<file path="src/rtl/erreur_quadratique.sv">
// Sum and mean of squared errors between prediction and reference over N_ECH samples.
// The datapath has two stages: |difference| first, then squaring and accumulation.
module erreur_quadratique #(
    parameter int unsigned N_ECH = 8
) (
    input  logic        clk,
    input  logic        rst_n,
    input  logic        start,
    input  logic [15:0] y_pred,
    input  logic [15:0] y_reel,
    input  logic        in_valid,
    output logic        in_ready,
    output logic [39:0] sse,
    output logic [31:0] mse,
    output logic        out_valid,
    input  logic        out_ready
);

    localparam int unsigned SHIFT = $clog2(N_ECH);
    localparam int unsigned CW    = SHIFT + 1;

    typedef enum logic [1:0] {IDLE, ACCUM, FLUSH, DONE} state_t;

    state_t          state_q, state_d;
    logic [CW-1:0]   cnt_q, cnt_d;
    logic [15:0]     e_q, e_d;
    logic            s1_valid_q, s1_valid_d;
    logic [39:0]     acc_q, acc_d;
    logic [39:0]     sse_q, sse_d;
    logic [31:0]     mse_q, mse_d;
    logic            accept;
    logic [31:0]     sq;

    always_ff @(posedge clk or negedge rst_n) begin
        if (!rst_n) begin
            state_q <= IDLE;
        end else begin
            state_q <= state_d;
        end
    end

    always_comb begin
        state_d = state_q;
        case (state_q)
            IDLE:    if (start) state_d = ACCUM;
            ACCUM:   if (accept && (cnt_q == CW'(N_ECH - 1))) state_d = FLUSH;
            FLUSH:   if (!s1_valid_q) state_d = DONE;
            DONE:    if (out_ready) state_d = IDLE;
            default: state_d = IDLE;
        endcase
    end

    always_comb begin
        in_ready  = (state_q == ACCUM);
        out_valid = (state_q == DONE);
    end

    assign accept = in_valid && (state_q == ACCUM);
    assign sq     = 32'(e_q) * 32'(e_q);

    always_comb begin
        cnt_d      = cnt_q;
        e_d        = e_q;
        s1_valid_d = accept;
        acc_d      = acc_q;
        sse_d      = sse_q;
        mse_d      = mse_q;
        // Magnitude of the difference without wrap-around.
        if (accept) begin
            e_d   = (y_pred >= y_reel) ? (y_pred - y_reel) : (y_reel - y_pred);
            cnt_d = cnt_q + 1'b1;
        end
        if (s1_valid_q) begin
            acc_d = acc_q + {8'b0, sq};
        end
        if ((state_q == IDLE) && start) begin
            cnt_d = '0;
            acc_d = '0;
        end
        // Results are published only once the whole measurement is complete.
        if ((state_q == FLUSH) && !s1_valid_q) begin
            sse_d = acc_q;
            mse_d = acc_q[SHIFT +: 32];
        end
    end

    always_ff @(posedge clk or negedge rst_n) begin
        if (!rst_n) begin
            cnt_q      <= '0;
            e_q        <= '0;
            s1_valid_q <= 1'b0;
            acc_q      <= '0;
            sse_q      <= '0;
            mse_q      <= '0;
        end else begin
            cnt_q      <= cnt_d;
            e_q        <= e_d;
            s1_valid_q <= s1_valid_d;
            acc_q      <= acc_d;
            sse_q      <= sse_d;
            mse_q      <= mse_d;
        end
    end

    assign sse = sse_q;
    assign mse = mse_q;

endmodule

</file>
<file path="config.mk">
export PLATFORM = sky130hd
export DESIGN_NAME = erreur_quadratique
export DESIGN_NICKNAME = d
export VERILOG_FILES = /design/src/rtl/erreur_quadratique.sv
export SDC_FILE = /design/constraint.sdc
export NUM_CORES = 1
export LEC_CHECK = 0
export CAP_MARGIN = 20
export CORE_MARGIN = 3
export CORE_UTILIZATION = 66
export DETAILED_ROUTE_END_ITERATION = 16
export DONT_BUFFER_PORTS = 1
export PLACE_DENSITY = 0.93
export SLEW_MARGIN = 25
export SYNTH_ARGS = -nofsm -noshare
export SYNTH_HDL_FRONTEND = slang
export SYNTH_SLANG_ARGS = --single-unit
</file>
<file path="constraint.sdc">
create_clock -name clk -period 8.51 [get_ports clk]
set_clock_uncertainty 0.1 [all_clocks]
set_input_delay 1.702 -clock clk [delete_from_list [all_inputs] [get_ports clk]]
set_output_delay 1.702 -clock clk [all_outputs]
set_load 0.01 [all_outputs]
</file>
==> summary.md, run 1 <==
| Metric | Value |
|---|---|
| Outcome | `complete, no violations` |
| Root Driver | `clkbuf_16` |
| RSZ-0062 raised after global routing | `false` |
| Post-Syn Nets | `2,005` |
| R2r setup slk | `1270 ps` |
| Post-synth top area cell | `fa_1` |
| Tot GR Track Use | `0.305` |
| Setup CP Type | `flip-flop to flip-flop` |
| DRC | `0` |
| Routed Wire Length | `35.5 mm` |
| DRT Pass-1 Iters | `9` |
| Drt wl/cell | `19.3 um` |
| Postcts setup bufs | `0` |
| Cell Area, Synth | `14,600 um2` |
| Starting Density | `0.683` |
| Total Nets Final | `1,934` |
| Worst skew pair latency | `370 ps` |
| Layout cells sized above 1 | `0.0494` |
| DR iter-0 viols | `1,168` |
| Rel. slew slack | `0.455` |
| Count leader, synth | `inv_1` |
| Number of inserted diodes | `0` |
| Row count | `53` |
| Main synth FF type | `dfrtp_1` |
| Die Y | `155 um` |
| CP Launch Type | `flip-flop` |
| Core area | `21,400 um2` |
| Grt total ovfl | `0` |
| Commonest cells in the netlist | `403 x inv_1, 193 x fa_1, 149 x ha_1, 143 x nand2_1, 103 x dfrtp_1` |
| CTS max path bufs | `2` |
| Number of gates resized after CTS | `0` |
| DRT antenna net count | `0` |
| Die area | `23,900 um2` |
| Max-cap violations | `0` |
| Synth area leaders | `fa_1 26%, dfrtp_1 18%, ha_1 13%` |
| Clock-pin slew on the worst setup and hold paths | `80 ps` |
| Fin. max-slew vios | `0` |
| Fin crit share | `0.850` |
| Warnings from Yosys | `0` |
| Hold Fails Final Rpt | `0` |
| Post-synth EDFFs | `0` |
| Reg-to-Reg Start | `e_q[3]` |
| First-pass GRT wire length | `58.3 mm` |
| Post-synthesis cell type count | `78` |
| Req. time, crit path | `8660 ps` |
| Setup-failing EPs final | `0` |
| I/O Buffers | `0` |
| Fillers | `1,497` |
| RR Endpoint | `acc_q[29]` |
| Largest net degree at the start of global routing | `104` |
| R2r worst-path depth | `23` |
| WP data arrival | `7390 ps` |
| Sequential share of the synthesized area | `0.177` |
| Crit path to | `acc_q[29]` |
| Clock sinks | `103` |
| Async S/R FF share, synth | `1.00` |
| Class of the worst hold path | `flip-flop to flip-flop` |
| Vias per cell | `6.09` |
| Initial antenna violation count | `0` |
| H-tree levels | `3` |
| Total CTS buffers | `9` |
| CTS Hold Bufs | `0` |
| Post-layout minimum cycle time | `7240 ps` |
| Critical Path Sink Type | `flip-flop` |
| Synth top area share | `0.265` |
| Final HPWL DP | `27.5 mm` |
| Post-Syn Instances | `1,626` |
| Vias after detailed routing | `11,200` |
| Area grow syn2layout | `1.53%` |
| Mean Syn Cell Area | `8.97 um2` |
| CP max FO | `16` |
| Crit path from | `e_q[3]` |
| I/O pin cnt | `111` |
| CTS tree | `built` |
| Vias in the first global route | `11,900` |
| Least-Margin Pin Slew | `817 ps` |
| Fmax | `0.138 GHz` |
| Die extent in x | `155 um` |
| Setup TNS Final | `0 ps` |
| FF+latch count, synth | `103` |
| RD Place Congestion | `0.992` |
[cell usage in the layout, fill, tap and decap left out, drive strengths merged, types with 6 or more instances in the layout]
cell type | synthesis | routed
inv | 404 | 406
fa | 193 | 193
ha | 149 | 149
nand2 | 143 | 143
dfrtp | 103 | 103
o21ai | 68 | 68
nor2 | 67 | 67
a21oi | 59 | 59
and2 | 45 | 45
xnor2 | 30 | 30
mux2 | 29 | 29
mux2i | 25 | 25
a21o | 24 | 24
nand3 | 19 | 19
nor3 | 16 | 16
xor2 | 14 | 14
nand4 | 14 | 14
nor2b | 11 | 11
clkbuf | 46 | 9
or3 | 9 | 9
o211ai | 9 | 9
and3 | 8 | 8
nand3b | 8 | 8
o21bai | 8 | 8
a31o | 7 | 7
a211oi | 7 | 7
nand2b | 7 | 7
o31ai | 6 | 6
[through the flow]
stage                     setup slack, ps  instances  utilization  area [um2]  hold slack [ps]
after global placement               1880       1819        0.678       14500              402
final                                1270       1835        0.694       14800              434
after global routing                  985       1835        0.694       14800              462
after detailed placement             1550       1819        0.678       14500              415
after CTS                            1430       1835        0.693       14800              435
after floorplan                      2290       1626            -       14600              386
[area by class of cell]
cell class                 instances  area [um2]  area share
multi-input combinational       1034       10000       0.677
clock inverter                     7         104     0.00701
sequential                       103        2580       0.174
timing repair buffer               3        22.5     0.00152
clock buffer                       9         225      0.0152
tap                              275         344      0.0232
inverter                         404        1520       0.102
[critical path: stages (launching register included)]
cell and delay, ps:
dfrtp_1 720, inv_1 220, nor2_1 220, inv_1 90, fa_1 550, inv_1 60
fa_1 520, inv_1 50, fa_1 490, inv_1 60, fa_1 460, fa_1 520
inv_1 50, fa_1 480, inv_1 50, ha_1 370, nand3_1 250, nor2_1 230
o2111ai_1 200, a2111oi_0 700, a211oi_1 190, o21ai_0 260, xnor2_1 140, o21ai_0 110
[worst min path at each step]
stage	from	end	slack, ps	cells after the start
floorplan	acc_q[10]	acc_q[10]	390	2
global placement	acc_q[10]	acc_q[10]	400	2
detailed placement	acc_q[4]	acc_q[4]	410	2
CTS	acc_q[4]	acc_q[4]	430	2
global route	acc_q[25]	acc_q[25]	460	2
finish	acc_q[4]	acc_q[4]	430	2
[state kept, by name, summed over array words and instances, names as in the netlist]
name and count:
acc_q 40, cnt_q 4, e_q 16, s1_valid_q 1
sse 40, state_q 2
[cells by family after synthesis]
kind of cell	after synthesis	share of synthesized area
xor+xnor	44	0.0264
mux	54	0.0398
simple gates	364	0.122
fa+ha+maj	342	0.393
flops	103	0.177
compound gates	230	0.106
buf+inv	489	0.137
[per-layer routing]
metal	vias to the layer above	global-route usage	wire, um
li1	4917	-	-
met1	5413	0.373	12600
met2	669	0.513	17700
met3	168	0.0554	2960
met4	0	0.172	2220
met5	-	0	0
Power of run 1 is left out: the tool's default activity adds up to more than one toggle a clock period on the data nets, which glitch-free logic cannot reach.
==> inputs of run 2 (changes only) <==
--- a/config.mk
+++ b/config.mk
@@ -8,6 +8,7 @@
 export CAP_MARGIN = 20
 export CORE_MARGIN = 3
 export CORE_UTILIZATION = 66
+export CTS_BUF_LIST = sky130_fd_sc_hd__clkbuf_16
 export DETAILED_ROUTE_END_ITERATION = 16
 export DONT_BUFFER_PORTS = 1
 export PLACE_DENSITY = 0.93
==> results of run 2 <==
No change in the layout: final DEF, timing and power equal those of run 1.
Power of run 2 is left out for the same reason.
